`src/rtl/pipe_ctrl_pkg.sv`:
```
// pipe_ctrl_pkg: pipeline register select codes and hazard controller states
package pipe_ctrl_pkg;
  typedef enum logic [1:0] {SEL_NORMAL = 2'b00, SEL_HOLD = 2'b01, SEL_CLEAR = 2'b11} sel_e;
  typedef enum logic {RUN, MEM_WAIT} state_e;
endpackage

```
`src/rtl/hazard_detect.sv`:
```
// hazard_detect: combinational load-use and taken-branch detection from ID/EX
module hazard_detect (
  input  logic [4:0] id_rs1_addr_i,
  input  logic [4:0] id_rs2_addr_i,
  input  logic       id_rs1_used_i,
  input  logic       id_rs2_used_i,
  input  logic [4:0] ex_rd_addr_i,
  input  logic       ex_rd_wren_i,
  input  logic       ex_is_load_i,
  input  logic       ex_br_taken_i,
  output logic       load_use,
  output logic       branch_flush
);
  assign load_use = ex_is_load_i && ex_rd_wren_i && ex_rd_addr_i != 5'd0 &&
                    ((id_rs1_used_i && id_rs1_addr_i == ex_rd_addr_i) ||
                     (id_rs2_used_i && id_rs2_addr_i == ex_rd_addr_i));
  assign branch_flush = ex_br_taken_i;
endmodule

```
`src/rtl/pipe_hazard_ctrl.sv`:
```
// pipe_hazard_ctrl: stall/flush scheduler with memory-wait timeout and perf counters
module pipe_hazard_ctrl
  import pipe_ctrl_pkg::*;
#(
  parameter int MEM_TIMEOUT = 255,
  parameter int TO_W        = 8
) (
  input  logic        i_clk,
  input  logic        i_rst,
  input  logic [4:0]  id_rs1_addr_i,
  input  logic [4:0]  id_rs2_addr_i,
  input  logic        id_rs1_used_i,
  input  logic        id_rs2_used_i,
  input  logic [4:0]  ex_rd_addr_i,
  input  logic        ex_rd_wren_i,
  input  logic        ex_is_load_i,
  input  logic        ex_br_taken_i,
  input  logic        mem_req_i,
  input  logic        mem_ready_i,
  output logic        pc_en_o,
  output logic [1:0]  if_id_sel_o,
  output logic [1:0]  id_ex_sel_o,
  output logic [1:0]  ex_mem_sel_o,
  output logic [1:0]  mem_wb_sel_o,
  output logic        mem_err_o,
  output logic [31:0] stall_cnt_o,
  output logic [15:0] flush_cnt_o
);
  state_e state;
  logic [TO_W-1:0] cnt;
  logic load_use, branch_flush, at_limit, rel, stall_mem, flush, lu;
  hazard_detect u_hd (
    .id_rs1_addr_i(id_rs1_addr_i), .id_rs2_addr_i(id_rs2_addr_i),
    .id_rs1_used_i(id_rs1_used_i), .id_rs2_used_i(id_rs2_used_i),
    .ex_rd_addr_i(ex_rd_addr_i), .ex_rd_wren_i(ex_rd_wren_i),
    .ex_is_load_i(ex_is_load_i), .ex_br_taken_i(ex_br_taken_i),
    .load_use(load_use), .branch_flush(branch_flush)
  );
  assign at_limit  = cnt == TO_W'(MEM_TIMEOUT);
  assign rel       = state == MEM_WAIT && (mem_ready_i || at_limit);
  assign stall_mem = state == RUN ? mem_req_i && !mem_ready_i : !rel;
  assign flush     = !stall_mem && branch_flush;
  assign lu        = !stall_mem && !branch_flush && load_use;
  // a release cycle behaves like RUN, so pending EX hazards apply there too
  assign pc_en_o      = !i_rst && !stall_mem && !lu;
  assign if_id_sel_o  = i_rst ? SEL_CLEAR : stall_mem ? SEL_HOLD : flush ? SEL_CLEAR : lu ? SEL_HOLD : SEL_NORMAL;
  assign id_ex_sel_o  = i_rst ? SEL_CLEAR : stall_mem ? SEL_HOLD : (flush || lu) ? SEL_CLEAR : SEL_NORMAL;
  assign ex_mem_sel_o = i_rst ? SEL_CLEAR : stall_mem ? SEL_HOLD : SEL_NORMAL;
  assign mem_wb_sel_o = (i_rst || stall_mem) ? SEL_CLEAR : SEL_NORMAL;
  assign mem_err_o    = !i_rst && state == MEM_WAIT && at_limit && !mem_ready_i;
  always_ff @(posedge i_clk) begin
    if (i_rst) begin
      state       <= RUN;
      cnt         <= '0;
      stall_cnt_o <= '0;
      flush_cnt_o <= '0;
    end else begin
      state <= stall_mem ? MEM_WAIT : RUN;
      cnt   <= !stall_mem ? '0 : state == RUN ? TO_W'(1) : cnt + TO_W'(1);
      if (!pc_en_o && stall_cnt_o != '1) stall_cnt_o <= stall_cnt_o + 32'd1;
      if (flush && flush_cnt_o != '1) flush_cnt_o <= flush_cnt_o + 16'd1;
    end
  end
endmodule

```
`config.mk`:
```
export PLATFORM = sky130hd
export DESIGN_NAME = pipe_hazard_ctrl
export DESIGN_NICKNAME = d
export VERILOG_FILES = /design/src/rtl/pipe_ctrl_pkg.sv /design/src/rtl/hazard_detect.sv /design/src/rtl/pipe_hazard_ctrl.sv
export SDC_FILE = /design/constraint.sdc
export NUM_CORES = 1
export LEC_CHECK = 0
export ABC_AREA = 1
export BUFFER_PORTS_ARGS = -buffer_cell sky130_fd_sc_hd__buf_2
export CORE_ASPECT_RATIO = 0.6
export CORE_MARGIN = 1
export CORE_UTILIZATION = 59
export CTS_CLUSTER_DIAMETER = 60
export DETAILED_ROUTE_END_ITERATION = 8
export PLACE_DENSITY = 0.86
export REMOVE_ABC_BUFFERS = 1
export SKIP_CTS_REPAIR_TIMING = 1
export SYNTH_ARGS = -nofsm -noshare
export SYNTH_HDL_FRONTEND = slang
export SYNTH_SLANG_ARGS = --single-unit
```
`constraint.sdc`:
```
create_clock -name i_clk -period 3.5 [get_ports i_clk]
set_input_delay 0.7 -clock i_clk [delete_from_list [all_inputs] [get_ports i_clk]]
set_output_delay 0.7 -clock i_clk [all_outputs]
set_load 0.02 [all_outputs]
```
==> reports/qor.yml <==
grt:
  antenna_found_initial: 0
  grt.busiest_layer: "met2"
  grtUsageTotal_pct: 28.3
  use_met2_pct: 46.1
  grt_pass1_vias: 3170
  met1_usage_pct: 37.9
  met3_usage_pct: 6.15
  grt_first_pass_wirelength_mm: 13.9
  overflow: 0
  grt_max_degree: 65
setup_path:
  worstSetupPathType: "flop to output pin"
  cp_slowest_cell: "dfxtp_1"
  cp-start-kind: "flop"
  end_kind: "output pin"
  arrival_ns: 1.91
  critPathTopFamily: "simple AND/OR/NAND/NOR gates"
  slowest_delay_ns: 0.38
  critPathMaxFanout: 4
  critPathBufInv: 1
  crit_required_ns: 2.80
  crit_top_cell: "nand2_1"
  crit_chain: "ha_1 > nand3_2 > nor2_4 > nand2_2 > nand2_1 > nand2_1 > nand3_1 > buf_2"
timing:
  tightestPinTransition_ns: 0.615
  rsz0062_at_grt: "false"
  finalHoldViolCount: 0
  period_share_pct: 74.5
  drv_slew: 0
  setup_viol: 0
  slew_headroom_pct: 59.0
  fin_crit_ns: 2.61
  fmax_ghz: 0.384
  fin_skew_ns: 0.0104
logic_synthesis:
  yosys.area_share.simple_pct: 44.7
  synth.top_cell.area_share_pct: 32.4
  synth_area_um2: 3520
  synth_compound_area_share_pct: 7.85
  yosys.area.top_type: "dfxtp_1"
  ys_ff_latch: 57
  async_flop_share_pct: 0
  synthDistinctLibCells: 32
  synthAdderAreaFrac_pct: 1.07
  ys_top_cells_by_area: "dfxtp_1, nand2_1, nor2_1"
  netlist_instances: 569
  synth_top_family_by_area: "simple AND/OR/NAND/NOR gates"
  synth_mux_area_share_pct: 0
  synth_warnings: 0
  synth_edf_count: 0
  seq_area_frac_synth_pct: 32.4
  synth_xor_xnor_area_share_pct: 2.49
  synth_area_per_cell_um2: 6.19
  synth_ff_type: "dfxtp_1"
placement:
  numPortBuffers: 81
  gp_congestion: 0.839
  dp_hpwl_mm: 6.50
  placed_cells: 714
detailed_routing:
  dr.pass1.iters: 5
  vias_per_cell: 5.21
  avgRoutedWirePerCell_um: 11.9
  drc_errors: 0
  drt_iter0_markers: 264
  via_count: 3799
  wl_mm: 8.69
  ant_nets: 0
power:
  power.internal_mw: 0.965
  power_frac_seq_pct: 50.6
  p_per_area_nw_per_um2: 322
  clockPowerShare_pct: 39.3
  switching_share_pct: 26.4
  p_leak_nw: 1.90
  pwr-share-comb_pct: 10.1
  peakVddDrop_v: 0.000219
  switchingPower_mw: 0.346
cells_and_area:
  fin_util_pct: 72.0
  drive_gt1_share_pct: 18.2
  final_common_cell: "nand2_1"
  final.fill_count: 490
  final_cells: 729
  antennaDiodeCount: 0
  final_cell_mix: "nand2_1, nor2_1, buf_2"
  multi_input_area_um2: 1980
  final_nets: 672
  final-seq-area_um2: 1140
  area_growth_pct: 15.5
floorplanning:
  die_w_um: 102
  start_util_pct: 62.3
  rows: 21
  ioPinCount: 82
  die_area_um2: 6290
  core_area_um2: 5650
  die_h_um: 61.8
hold_path:
  hp-class: "flop to flop"
clocking:
  cts.sinks: 57
  cts_tree: "built"
  root_buffer: "clkbuf_8"
  cts.clk_slew.worst_paths_ns: 0.06
  h-tree-depth: 3
  numCtsBuffers: 9
  clk_path_buf_depth: 2
  clk_latency_ns: 0.32
run_status:
  status: "completed"
job:
  maxCapViolCount: 0
## tightest hold or removal path: cells and delay by family (launching register included)
family	cells	cell delay [ns]
flip-flops	1	0.33
AND/OR/NAND/NOR	1	0.07
AO/OA/AOI/OAI	1	0.06
## power by group through the flow
| stage | Clock, mW | Sequential, mW | Combinational [mW] |
|---|---|---|---|
| 2_1_floorplan | 0 | 0.682 | 0.0741 |
| 3_3_place_gp | 0 | 0.676 | 0.126 |
| 3_5_place_dp | 0 | 0.677 | 0.131 |
| 4_1_cts | 0.526 | 0.662 | 0.131 |
| 5_1_grt | 0.562 | 0.663 | 0.147 |
| 6_report | 0.515 | 0.663 | 0.132 |
## path summary, 6_finish.rpt
path,endpoint,cells after the start,from,slack (ns)
setup / recovery,id_ex_sel_o[1],8,cnt[0],0.89
hold / removal,cnt[5],2,cnt[5],0.50
setup reg to reg,stall_cnt_o[22],11,cnt[0],1.30
hold reg to reg,cnt[5],2,cnt[5],0.50
## flip-flops by register name (all words and copies together), names as in the netlist
| register | count |
|---|---|
| flush_cnt_o | 16 |
| stall_cnt_o | 32 |
| state | 1 |
| cnt | 8 |
## synth_stat cells (3+ instances only)
cell type / count
nand2_1: 157
nor2_1: 101
inv_1: 67
dfxtp_1: 57
nand3_1: 52
a21oi_1: 46
nor3_1: 16
buf_6: 7
nand4_1: 6
o21ai_0: 6
xor2_1: 6
buf_4: 5
clkbuf_1: 4
nand2_2: 4
nand3b_1: 4
xnor2_1: 4
ha_1: 3
nand3_4: 3
nor2_2: 3
## per-layer routing
metal	vias to the layer above	part of all wire, %
met5	-	0
met4	0	1.2
met3	10	7.6
met2	152	44
met1	1691	47
li1	1946	-
## area by class of cell
| class | count | share of cell area [%] |
|---|---|---|
| flip-flops and latches | 57 | 28.1 |
| multi-input cells | 424 | 48.7 |
| well taps | 80 | 2.46 |
| repair buffers | 83 | 10.3 |
| clock buffers | 11 | 3.48 |
| clock inverters | 4 | 0.492 |
| inverters | 70 | 6.46 |
## logic make-up after synthesis
| group | after synthesis |
|---|---|
| xor gates and xnor gates | 10 |
| and+or+nand+nor | 357 |
| DFF | 57 |
| AOI/OAI and AO/OA | 54 |
| adders and majority gates | 3 |
| buffers and inverters | 88 |
## through the flow
stage	total power [mW]	setup WS [ns]	instance area (um^2)	TNS (ns)	hold slack [ns]
3_5_place_dp	0.808	1.14	3900	0	0.492
3_3_place_gp	0.802	1.20	3900	0	0.480
2_1_floorplan	0.756	-0.0720	3380	-0.144	0.440
5_1_grt	1.37	0.745	4070	0	0.517
4_1_cts	1.32	0.892	4070	0	0.500
6_report	1.31	0.893	4070	0	0.502
Power figures use the tool's default switching activity.
